--- src/rtl/usb_ep_buf_arbiter.sv ---
// usb_ep_buf_arbiter
// Shares one byte-wide single-port endpoint buffer RAM between the USB SIE and
// the CPU pin interface. Each endpoint buffer is owned by exactly one side at a
// time; ownership moves only through cpu_arm (CPU -> SIE) and sie_done
// (SIE -> CPU). Every cycle at most one valid access reaches the RAM. The SIE
// has priority, but a CPU that has lost MAX_WAIT times in a row wins next.
// Read data comes back one cycle after the grant, tagged for the side that
// issued it.

module usb_ep_buf_arbiter #(
  parameter int N_EP     = 4,
  parameter int EP_BYTES = 8,
  parameter int EPW      = 2,
  parameter int OFFW     = 3,
  parameter int MAX_WAIT = 4
) (
  input  logic              clk,
  input  logic              rst_n,

  // SIE access port
  input  logic              sie_req,
  input  logic              sie_we,
  input  logic [EPW-1:0]    sie_ep,
  input  logic [OFFW-1:0]   sie_off,
  input  logic [7:0]        sie_wdata,
  output logic              sie_gnt,
  output logic              sie_err,
  output logic              sie_rvalid,
  input  logic              sie_done,
  input  logic [EPW-1:0]    sie_done_ep,
  input  logic [OFFW:0]     sie_done_len,

  // CPU access port
  input  logic              cpu_req,
  input  logic              cpu_we,
  input  logic [EPW-1:0]    cpu_ep,
  input  logic [OFFW-1:0]   cpu_off,
  input  logic [7:0]        cpu_wdata,
  output logic              cpu_gnt,
  output logic              cpu_err,
  output logic              cpu_rvalid,
  input  logic              cpu_arm,
  input  logic [EPW-1:0]    cpu_arm_ep,
  input  logic [OFFW:0]     cpu_arm_len,
  output logic              cpu_arm_err,

  // Status
  input  logic [EPW-1:0]    len_sel,
  output logic [OFFW:0]     len_out,
  output logic [N_EP-1:0]   ep_owner,

  // Shared read data and RAM port
  output logic [7:0]        rdata,
  output logic [EPW+OFFW-1:0] mem_addr,
  output logic [7:0]        mem_wdata,
  output logic              mem_we,
  output logic              mem_en,
  input  logic [7:0]        mem_rdata
);

  localparam int WCW = $clog2(MAX_WAIT + 1);
  localparam logic [WCW-1:0]  WAIT_LIMIT = WCW'(MAX_WAIT);
  localparam logic [OFFW:0]   LEN_MAX    = (OFFW+1)'(EP_BYTES);

  // Which side, if any, is owed read data on the next cycle.
  typedef enum logic [1:0] {
    TAG_NONE = 2'd0,
    TAG_SIE  = 2'd1,
    TAG_CPU  = 2'd2
  } rd_tag_e;

  logic [OFFW:0]   ep_len [N_EP];
  logic [WCW-1:0]  wait_cnt;
  logic [WCW-1:0]  wait_cnt_nxt;
  rd_tag_e         rd_tag;
  rd_tag_e         rd_tag_nxt;
  logic            arm_err_q;

  logic            sie_valid;
  logic            cpu_valid;
  logic            cpu_wins;

  // Byte counts larger than a buffer are clamped to the buffer size.
  function automatic logic [OFFW:0] clamp_len(input logic [OFFW:0] len);
    return (len > LEN_MAX) ? LEN_MAX : len;
  endfunction

  // Request validity from current ownership, and the arbitration decision.
  always_comb begin
    sie_valid = sie_req &&  ep_owner[sie_ep];
    cpu_valid = cpu_req && !ep_owner[cpu_ep];
    cpu_wins  = cpu_valid && (!sie_valid || (wait_cnt >= WAIT_LIMIT));
  end

  // Grants, error pulses and RAM port steering from the winner.
  always_comb begin
    // NOTE: every output of this block gets a default first, so no path can
    // leave one unassigned and infer a latch.
    sie_gnt   = 1'b0;
    cpu_gnt   = 1'b0;
    sie_err   = sie_req && !ep_owner[sie_ep];
    cpu_err   = cpu_req &&  ep_owner[cpu_ep];
    mem_en    = 1'b0;
    mem_we    = 1'b0;
    mem_addr  = {sie_ep, sie_off};
    mem_wdata = sie_wdata;

    if (cpu_wins) begin
      cpu_gnt   = 1'b1;
      mem_en    = 1'b1;
      mem_we    = cpu_we;
      mem_addr  = {cpu_ep, cpu_off};
      mem_wdata = cpu_wdata;
    end else if (sie_valid) begin
      sie_gnt   = 1'b1;
      mem_en    = 1'b1;
      mem_we    = sie_we;
    end
  end

  // Next wait count and next read tag.
  always_comb begin
    wait_cnt_nxt = wait_cnt;
    if (!cpu_req || cpu_gnt) begin
      wait_cnt_nxt = '0;
    end else if (cpu_valid && (wait_cnt < WAIT_LIMIT)) begin
      wait_cnt_nxt = wait_cnt + 1'b1;
    end

    rd_tag_nxt = TAG_NONE;
    if (cpu_gnt && !cpu_we) begin
      rd_tag_nxt = TAG_CPU;
    end else if (sie_gnt && !sie_we) begin
      rd_tag_nxt = TAG_SIE;
    end
  end

  // Arbitration state: fairness counter, read-return tag, arm error pulse.
  always_ff @(posedge clk or negedge rst_n) begin
    if (!rst_n) begin
      wait_cnt  <= '0;
      rd_tag    <= TAG_NONE;
      arm_err_q <= 1'b0;
    end else begin
      // NOTE: sequential state uses non-blocking assignments so every flop
      // samples the pre-edge values regardless of statement order.
      wait_cnt  <= wait_cnt_nxt;
      rd_tag    <= rd_tag_nxt;
      arm_err_q <= cpu_arm && ep_owner[cpu_arm_ep];
    end
  end

  // Ownership and length table, updated by arm and done handshakes.
  // Arm needs a CPU-owned buffer and done a SIE-owned one, so the two can
  // never hit the same endpoint in one cycle and both apply independently.
  always_ff @(posedge clk or negedge rst_n) begin
    if (!rst_n) begin
      ep_owner <= '0;
      // NOTE: the length table is a handful of flops, not a RAM macro, so it
      // is reset like any other register; software reads it right after reset.
      for (int i = 0; i < N_EP; i++) begin
        ep_len[i] <= '0;
      end
    end else begin
      if (cpu_arm && !ep_owner[cpu_arm_ep]) begin
        ep_owner[cpu_arm_ep] <= 1'b1;
        ep_len[cpu_arm_ep]   <= clamp_len(cpu_arm_len);
      end
      if (sie_done && ep_owner[sie_done_ep]) begin
        ep_owner[sie_done_ep] <= 1'b0;
        ep_len[sie_done_ep]   <= clamp_len(sie_done_len);
      end
    end
  end

  // Read return and status outputs.
  always_comb begin
    sie_rvalid  = (rd_tag == TAG_SIE);
    cpu_rvalid  = (rd_tag == TAG_CPU);
    rdata       = mem_rdata;
    cpu_arm_err = arm_err_q;
    len_out     = ep_len[len_sel];
  end

endmodule

--- config.mk ---
export PLATFORM = sky130hd
export DESIGN_NAME = usb_ep_buf_arbiter
export DESIGN_NICKNAME = d
export VERILOG_FILES = /design/src/rtl/usb_ep_buf_arbiter.sv
export SDC_FILE = /design/constraint.sdc
export NUM_CORES = 1
export LEC_CHECK = 0
export BUFFER_PORTS_ARGS = -buffer_cell sky130_fd_sc_hd__buf_2
export CORE_UTILIZATION = 49
export CTS_BUF_LIST = sky130_fd_sc_hd__clkbuf_8
export DETAILED_ROUTE_END_ITERATION = 8
export GPL_TIMING_DRIVEN = 0
export PLACE_DENSITY = 0.89
export SYNTH_ARGS = -nofsm -noshare
export SYNTH_HDL_FRONTEND = slang
export SYNTH_SLANG_ARGS = --single-unit
export TNS_END_PERCENT = 30
--- constraint.sdc ---
create_clock -name clk -period 5.3 [get_ports clk]
set_clock_uncertainty 0.1 [all_clocks]
set_input_delay 0.795 -clock clk [delete_from_list [all_inputs] [get_ports clk]]
set_output_delay 0.795 -clock clk [all_outputs]
set_load 0.005 [all_outputs]
# Yosys cells after proc, flatten, opt, wreduce, memory -nomap -nowiden

Cells that the tools add are included.

Input bits: 56
Bits in registers: 26
Output and inout port bits: 38
Logic and storage cells: 96

Mux-type cells: 39
Bitwise operators: 6
Add/sub/neg operators: 1
Equal/unequal tests: 2
$lt $le $gt $ge: 15
Reductions and logical operators: 25

Operators with widths:

| cell                                                                   | number |
|---|---|
| 16-bit bitwise mux                                                     | 2 |
| 16-bit two-way mux                                                     | 2 |
| 4-bit two-way mux                                                      | 8 |
| 4-bit demux with 2-bit select                                          | 2 |
| 1-bit logical AND                                                      | 15 |
| 1-bit two-way mux                                                      | 13 |
| 3-bit >= comparator (second input constant)                            | 4 |
| 2-bit by 3-bit < comparator with 1-bit output (second input constant)  | 4 |
| 2-bit NOT with 3-bit output                                            | 3 |
| 1-bit binary-select mux with 2-bit select                              | 4 |
| 4-bit binary-select mux with 2-bit select                              | 1 |
| 4-bit > comparator (second input constant)                             | 2 |
| 8-bit two-way mux                                                      | 1 |
| 1-bit zero test                                                        | 7 |
| 3-bit by 1-bit < comparator with 1-bit output (second input constant)  | 2 |
| 3-bit two-way mux                                                      | 2 |
| 5-bit two-way mux                                                      | 1 |
| 4-bit bitwise AND                                                      | 1 |
| 1-bit demux with 2-bit select                                          | 2 |
| 2-bit by 1-bit >= comparator with 1-bit output (second input constant) | 2 |
| 4-bit NOT                                                              | 1 |
| 4-bit OR                                                               | 1 |
| 3-bit by 1-bit adder with 3-bit output (second input constant)         | 1 |
| 3-bit < comparator (second input constant)                             | 1 |
| 5 further kinds                                                        | 6 |

# Logic depth before layout (Yosys ltp)

Gate-level depths: netlist of run 1.

Depth in word-level cells: 10
Depth in mapped cells: 6
Gate-level depth less buffers: 4

# Worst setup path after synthesis of run 1

OpenSTA, ideal clock, no wires.

Path kind: input port to output port
Start: in cpu_ep[0]
End: out mem_addr[0]
Arrival: 2.196 ns
Path slack: 2.209 ns
Stages on the path: 6
Path buffers: 2
Data required time: 4.405 ns
Cells stage by stage: mux4_2 > nand2b_4 > o21ba_4 > buf_6 > buf_8 > mux2_4

Cells in the longest elaborated chain, start to end: 6

RTL lines:

| what                                      | RTL line | RTL |
|---|---|---|
| start, declared                           | 36       | `input logic [EPW-1:0] cpu_ep,` |
| 1-bit binary-select mux with 2-bit select | 91       | `cpu_valid = cpu_req && !ep_owner[cpu_ep];` |
| 1-bit two-way mux (implied by the code)   | 91       |  |
| 1-bit zero test                           | 91       |  |
| 1-bit logical AND                         | 91       |  |
| 1-bit logical AND                         | 92       | `cpu_wins = cpu_valid && (!sie_valid \|\| (wait_cnt >= WAIT_LIMIT));` |
| 5-bit two-way mux                         | 108      | `if (cpu_wins) begin` |
| end, declared                             | 54       | `output logic [EPW+OFFW-1:0] mem_addr,` |

Every way passes these cells. The select of a mux whose other input is x is not followed.

# Final worst setup path of run 1

Start: in cpu_ep[0]
End: out mem_wdata[3]

Cells in the longest elaborated chain, start to end: 6

RTL lines:

| what                                      | RTL line | RTL |
|---|---|---|
| 1-bit binary-select mux with 2-bit select | 91       |  |
| 1-bit two-way mux (implied by the code)   | 91       |  |
| 1-bit zero test                           | 91       |  |
| 1-bit logical AND                         | 91       |  |
| 1-bit logical AND                         | 92       |  |
| 8-bit two-way mux                         | 108      |  |
| end, declared                             | 55       | `output logic [7:0] mem_wdata,` |

Every way passes these cells. The select of a mux whose other input is x is not followed.

==> results of run 1 <==
[layout by cell type, fill, tap and decap left out, types with 2 or more instances in the layout]
cell / instances
sky130_fd_sc_hd__o21a_1: 2
sky130_fd_sc_hd__buf_2: 85
sky130_fd_sc_hd__nand4b_1: 2
sky130_fd_sc_hd__nor4bb_1: 2
sky130_fd_sc_hd__buf_4: 8
sky130_fd_sc_hd__nor3_1: 2
sky130_fd_sc_hd__nand4_1: 2
sky130_fd_sc_hd__clkbuf_8: 3
sky130_fd_sc_hd__nor2_1: 15
sky130_fd_sc_hd__o21ai_0: 4
sky130_fd_sc_hd__nand2_1: 7
sky130_fd_sc_hd__mux2_1: 8
sky130_fd_sc_hd__mux2i_1: 18
sky130_fd_sc_hd__mux2_4: 6
sky130_fd_sc_hd__mux2_2: 2
sky130_fd_sc_hd__clkbuf_1: 2
sky130_fd_sc_hd__nor2b_1: 10
sky130_fd_sc_hd__dfrtp_1: 26
sky130_fd_sc_hd__and2_1: 3
sky130_fd_sc_hd__a22o_1: 2
sky130_fd_sc_hd__a21oi_1: 12
sky130_fd_sc_hd__mux4_2: 6
[registers in the layout, indices dropped and copies added (netlist names)]
| signal | count |
|---|---|
| cpu_arm_err | 1 |
| ep_len | 16 |
| rd_tag | 2 |
| ep_owner | 4 |
| wait_cnt | 3 |
[power by group through the flow]
stage	clock, mW	combinational, mW	sequential [mW]
finish	0.167	0.383	0.349
global route	0.176	0.428	0.357
CTS	0.168	0.386	0.348
detailed placement	0	0.386	0.351
global placement	0	0.371	0.344
floorplan	0	0.252	0.330
[Yosys cell counts, drive strengths merged]
cell type	number	area (um^2)
nor4bb	2	20.02
o21ba	1	16.27
mux2	16	202.7
o22a	1	8.760
and2	3	18.77
a22o	2	17.52
inv	1	3.750
clkbuf	2	7.510
buf	10	86.33
mux4	6	135.1
mux2i	18	180.2
o21a	2	15.01
nor4b	1	15.01
dfrtp	26	650.6
nor3	3	20.02
a21oi	12	60.06
nor2	15	56.30
ha	1	12.51
nand2	7	26.28
nand4	2	12.51
nor2b	10	62.56
nand4b	2	17.52
o21ai	4	20.02
nand2b	2	20.02
a21boi	1	7.510
[worst min-delay path by stage]
stage             endpoint
6_report       ep_owner[3]
5_1_grt        wait_cnt[1]
4_1_cts        wait_cnt[2]
3_5_place_dp   wait_cnt[1]
3_3_place_gp   wait_cnt[1]
2_1_floorplan  wait_cnt[1]
[cell type report]
type / instances / area (um^2)
buffer: 12 / 93.84
clock buffer: 3 / 41.29
clock inverter: 1 / 30.03
fill: 257 / 908.4
inverter: 1 / 3.754
multi-input combinational: 111 / 944.7
sequential: 26 / 650.6
tap: 44 / 55.05
timing repair buffer: 85 / 425.4
[cell families (layout without fill, tap and decap cells)]
group | after synthesis | in the layout | share of synthesized area, %
simple gates | 47 | 47 | 15.89
mux | 40 | 40 | 30.60
flops | 26 | 26 | 38.43
compound gates | 23 | 23 | 8.574
buf+inv | 13 | 102 | 5.765
fa+ha+maj | 1 | 1 | 0.7390
[per-layer routing]
metal  up-vias  wire, um
met3         7       281
met4         0        50
met1       717      1853
li1        714         -
met2        67      2133
met5         -         0
[metrics by stage]
step | setup slack, ns | power [mW]
final | 1.874 | 0.8986
after global routing | 1.832 | 0.9612
after CTS | 1.872 | 0.9026
after detailed placement | 1.873 | 0.7370
after global placement | 1.913 | 0.7153
after floorplan | 2.209 | 0.5817
==> flow_metrics.env, run 1 <==
export IMPL_outcome="finished clean"
export IMPL_first_pass_grt_wire_length_um=6720
export IMPL_tritoncts="yes"
export IMPL_ys_seq_area_share_pct=38.43
export IMPL_crit_type="in -> out"
export IMPL_die_area_mm2=0.003694
export IMPL_grt_total_usage_pct=25.45
export IMPL_crit_arrival_ns=2.53
export IMPL_timing_critical_path_from_type="input pin"
export IMPL_floorplan_initialDensity_pct=53.69
export IMPL_period_minus_slack_ns=3.426
export IMPL_slew_viol_final=0
export IMPL_switching_share_pct=32.57
export IMPL_crit_reg2reg_launch="ep_owner[0]"
export IMPL_netSwitchingPower_uw=292.6
export IMPL_chipWidth_um=60.78
export IMPL_clock_tree_buffer_depth=2
export IMPL_first_global_vias=1447
export IMPL_path_common_cell="sky130_fd_sc_hd__buf_2"
export IMPL_drt_iter0_markers=59
export IMPL_crit_buf_inv=4
export IMPL_place_port_buffers=85
export IMPL_antenna_cells_inserted=0
export IMPL_largest_stage_delay_on_the_critical_path_ns=0.52
export IMPL_boundaryPins=94
export IMPL_number_of_max_cap_violations=0
export IMPL_post_route_period_util_pct=64.64
export IMPL_cts_htree_levels=1
export IMPL_clkSlewWorstSetupHoldPaths_ns=0.09
export IMPL_postLayoutCellArea_mm2=0.002245
export IMPL_power_density_mw_per_mm2=400.3
export IMPL_end_of_the_worst_register_to_register_path="rd_tag[1]"
export IMPL_vias=1505
export IMPL_crit_path_cell_trace="buf_2, mux4_2, nand2b_4, o21ba_4, buf_6, buf_8, mux2_4, buf_2"
export IMPL_tritoncts_num_sinks=26
export IMPL_cell_leakage_power_nw=1.128
export IMPL_timing_reg2reg_worst_path_depth=6
export IMPL_routedWlPerCell_um=15.26
export IMPL_cpLargestDelayFamily="multiplexers"
export IMPL_worstSkewPairLatency_ns=0.27
export IMPL_ctsHoldBuffers=0
export IMPL_grt_most_used_layer="met2"
export IMPL_max_slew_margin_rel_pct=50.87
export IMPL_post_route_drc_count=0
export IMPL_totalNegativeSetupSlack_ns=0
export IMPL_rows=20
export IMPL_finalWeightedCongestion=0.7643
export IMPL_grt_start_max_net_pins=27
export IMPL_fraction_of_layout_cells_with_a_size_suffix_above_1_pct=48.95
export IMPL_crit_fanout=10
export IMPL_finish_net_count=297
export IMPL_grt_util_met1_pct=31.04
export IMPL_worst_r2r_setup_slack_ns=3.31
export IMPL_grt_use_met3_pct=4.264
export IMPL_maxClockFrequency_mhz=291.9
export IMPL_area_growth_pct=32.59
export IMPL_routed_wl_um=4318
export IMPL_synth_cell_types=31
export IMPL_path_depth=8
export IMPL_synth_yosys_warnings=0
export IMPL_final_util_pct=71.19
export IMPL_crit_path_end="mem_wdata[3]"
export IMPL_core_area_mm2=0.003153
export IMPL_type_of_the_tightest_min_delay_check="in -> async"
export IMPL_cts_inserted_buffers=3
export IMPL_max_slew_worst_pin_slew_ns=0.7350
export IMPL_antenna_found_initial=0
export IMPL_setup_violations=0
export IMPL_postCtsSetupRepairBufs=0
export IMPL_grt_ovfl_total=0
export IMPL_ys_ff_latch=26
export IMPL_crit_path_top_delay_cell="sky130_fd_sc_hd__mux4_2"
export IMPL_final_hold_worst_slack_ns=0.4165
export IMPL_p_comb_share_pct=42.6
export IMPL_setup_repair_after_global_routing_missed_its_margin="no"
export IMPL_route_detailed_vias_per_inst=5.318
export IMPL_numPlacedInstances=279
export IMPL_dp_hpwl_um=3395
export IMPL_number_of_cells_produced_by_synthesis=150
export IMPL_post_cts_resize_count=0
export IMPL_netlist_area_mm2=0.001693
export IMPL_critPathRequiredTime_ns=4.41
export IMPL_die_span_in_y_um=60.78
export IMPL_ant_nets=0
export IMPL_grt_use_met2_pct=45.37
export IMPL_clock_tree_root_cell="sky130_fd_sc_hd__clkbuf_8"
export IMPL_hold_violations=0
export IMPL_final_cell_count_no_fill=283
export IMPL_avgSynthCellArea_um2=11.29
export IMPL_startpoint="cpu_ep[0]"
export IMPL_power_share_sequential_pct=38.8
export IMPL_dr_pass1_iters=4
export IMPL_postSynthNetCount=207
export IMPL_power_clock_fraction_pct=18.6
export IMPL_critPathCaptureType="output port"
export IMPL_placed_area_mm2=0.002173
export IMPL_ir_worst_vdd_mv=0.2187
export IMPL_internal_power_uw=606.0
Power figures use the tool's default switching activity.
==> inputs of run 2 (changes only) <==
Settings changed: CORE_UTILIZATION 49 to 41, PLACE_DENSITY 0.89 to 0.8.
Clock period 5.3 ns to 2.95 ns, I/O delays scaled along.
==> run 2 against run 1 <==
Compared with the run above:
- worst hold slack got worse by 0.36 ns
- highest routed layer unchanged
- power increased by 80%
- critical path depth decreased by 1
- sequential share of layout area about the same
- register-to-register slack got worse by 2.3 ns
- die area increased by 19%
- largest cell class unchanged
- utilization decreased by 12 points
- combinational power increased by 84%
==> flow_metrics.env, run 2 (synthesis results as in run 1) <==
export IMPL_maxClockFrequency_mhz=347.6
export IMPL_hold_violations=0
export IMPL_timing_reg2reg_worst_path_depth=6
export IMPL_ctsHoldBuffers=0
export IMPL_finish_net_count=298
export IMPL_netSwitchingPower_uw=515.8
export IMPL_commonest_non_fill_non_tap_cells_in_the_layout="sky130_fd_sc_hd__buf_2 (85), sky130_fd_sc_hd__dfrtp_1 (22), sky130_fd_sc_hd__mux2i_1 (18), sky130_fd_sc_hd__nor2_1 (15), sky130_fd_sc_hd__a21oi_1 (12)"
export IMPL_post_route_period_util_pct=97.52
export IMPL_type_of_the_tightest_min_delay_check="in -> async"
export IMPL_regs_by_ff_count="ep_len: 16 flops, ep_owner: 4 flops, wait_cnt: 3 flops"
export IMPL_totalNegativeSetupSlack_ns=0
export IMPL_ir_worst_vdd_mv=0.4012
export IMPL_crit_arrival_ns=2.33
export IMPL_dr_pass1_iters=4
export IMPL_max_slew_margin_rel_pct=48.99
export IMPL_crit_fanout=10
export IMPL_period_minus_slack_ns=2.877
export IMPL_ant_nets=0
export IMPL_switching_share_pct=31.85
export IMPL_cts_inserted_buffers=3
export IMPL_routed_wl_um=4188
export IMPL_die_area_mm2=0.004390
export IMPL_power_density_mw_per_mm2=715.9
export IMPL_grt_start_max_net_pins=27
export IMPL_largest_register="ep_len"
export IMPL_clock_tree_root_cell="sky130_fd_sc_hd__clkbuf_8"
export IMPL_antenna_found_initial=0
export IMPL_post_route_drc_count=0
export IMPL_worstSkewPairLatency_ns=0.28
export IMPL_core_area_mm2=0.003799
export IMPL_antenna_cells_inserted=0
export IMPL_tritoncts_num_sinks=26
export IMPL_slew_viol_final=0
export IMPL_p_comb_share_pct=43.4
export IMPL_grt_total_usage_pct=19.88
export IMPL_mostFrequentLayoutCell="sky130_fd_sc_hd__buf_2"
export IMPL_chipWidth_um=66.26
export IMPL_first_pass_grt_wire_length_um=6492
export IMPL_first_global_vias=1506
export IMPL_routedWlPerCell_um=14.54
export IMPL_crit_reg2reg_launch="ep_owner[2]"
export IMPL_die_span_in_y_um=66.26
export IMPL_power_clock_fraction_pct=18.3
export IMPL_end_of_the_worst_register_to_register_path="rd_tag[1]"
export IMPL_crit_type="reg -> out"
export IMPL_dp_hpwl_um=3259
export IMPL_timing_critical_path_from_type="register"
export IMPL_max_slew_worst_pin_slew_ns=0.7632
export IMPL_tritoncts="yes"
export IMPL_critPathCaptureType="output port"
export IMPL_number_of_max_cap_violations=0
export IMPL_route_detailed_vias_per_inst=5.278
export IMPL_rows=22
export IMPL_grt_ovfl_total=0
export IMPL_placed_area_mm2=0.002178
export IMPL_floorplan_initialDensity_pct=44.57
export IMPL_internal_power_mw=1.104
export IMPL_cts_htree_levels=1
export IMPL_post_layout_total_power_mw=1.620
export IMPL_fraction_of_layout_cells_with_a_size_suffix_above_1_pct=50.83
export IMPL_power_share_sequential_pct=38.2
export IMPL_drt_iter0_markers=40
export IMPL_clock_tree_buffer_depth=2
export IMPL_worst_r2r_setup_slack_ns=1.03
export IMPL_setup_repair_after_global_routing_missed_its_margin="no"
export IMPL_area_growth_pct=33.63
export IMPL_critPathRequiredTime_ns=2.41
export IMPL_setup_violations=0
export IMPL_largest_register_ffs=16
export IMPL_place_port_buffers=85
export IMPL_clkSlewWorstSetupHoldPaths_ns=0.10
export IMPL_boundaryPins=94
export IMPL_postLayoutCellArea_mm2=0.002262
export IMPL_outcome="finished clean"
export IMPL_finalWeightedCongestion=0.8320
export IMPL_vias=1520
export IMPL_cell_leakage_power_nw=1.129
==> run 2: what timing repair did <==
item,4_1_cts,5_1_grt
endpoints found under the setup margin,0,6
buffers inserted,0,1
endpoints found under the hold margin,0,0
gates resized for setup,0,4
==> run 2: cell type report <==
class                           count  area, um^2
Timing Repair Buffer               86       432.9
Multi-Input combinational cell    111       944.7
Fill cell                         346        1536
Tap cell                           48       60.06
Clock inverter                      1       30.03
Clock buffer                        3       41.29
Inverter                            1       3.754
Sequential cell                    26       655.6
Buffer                             12       93.84
==> run 2: per-stage QoR <==
stage / std cells / setup slack [ns] / util, % / hold WS [ns]
4_1_cts: 287 / 0.03315 / 59.22 / 0.06579
6_report: 288 / 0.07316 / 59.55 / 0.05267
2_1_floorplan: 150 / 0.5637 / - / 0.04691
3_5_place_dp: 283 / 0.2264 / 57.35 / 0.3787
5_1_grt: 288 / 0.002278 / 59.55 / 0.09874
3_3_place_gp: 283 / 0.2441 / 57.35 / 0.3701
==> run 2: worst max-delay path by stage <==
stage	endpoint	slack (ns)	from	depth (start not counted)
after global routing	mem_addr[3]	0.002	ep_owner[2]	7
final	mem_addr[3]	0.07	ep_owner[2]	7
after floorplan	mem_addr[0]	0.56	cpu_ep[0]	6
after detailed placement	mem_addr[3]	0.23	cpu_ep[0]	8
after CTS	mem_addr[3]	0.03	ep_owner[0]	7
after global placement	mem_addr[3]	0.24	cpu_ep[0]	8
==> run 2: metal layers <==
metal | part of all wire (%) | global-route usage (%) | vias up
met2 | 50 | 37.50 | 86
met3 | 9.2 | 3.621 | 7
li1 | - | - | 720
met4 | 1.9 | 8.777 | 0
met5 | 0 | 0 | -
met1 | 39 | 21.20 | 707
==> run 2: power groups by stage <==
| stage | Sequential, mW | Combinational, mW | Clock, mW |
|---|---|---|---|
| floorplan | 0.593 | 0.452 | 0 |
| global placement | 0.619 | 0.673 | 0 |
| detailed placement | 0.627 | 0.692 | 0 |
| CTS | 0.621 | 0.692 | 0.306 |
| global route | 0.641 | 0.779 | 0.317 |
| finish | 0.619 | 0.703 | 0.297 |
==> run 2: critical path: stages, from the launching register on <==
cell and delay (ns):
sky130_fd_sc_hd__dfrtp_2 0.46, sky130_fd_sc_hd__mux4_2 0.49, sky130_fd_sc_hd__nand2b_4 0.16, sky130_fd_sc_hd__o21ba_4 0.21
sky130_fd_sc_hd__buf_6 0.14, sky130_fd_sc_hd__buf_8 0.15, sky130_fd_sc_hd__mux2_4 0.31, sky130_fd_sc_hd__buf_2 0.13
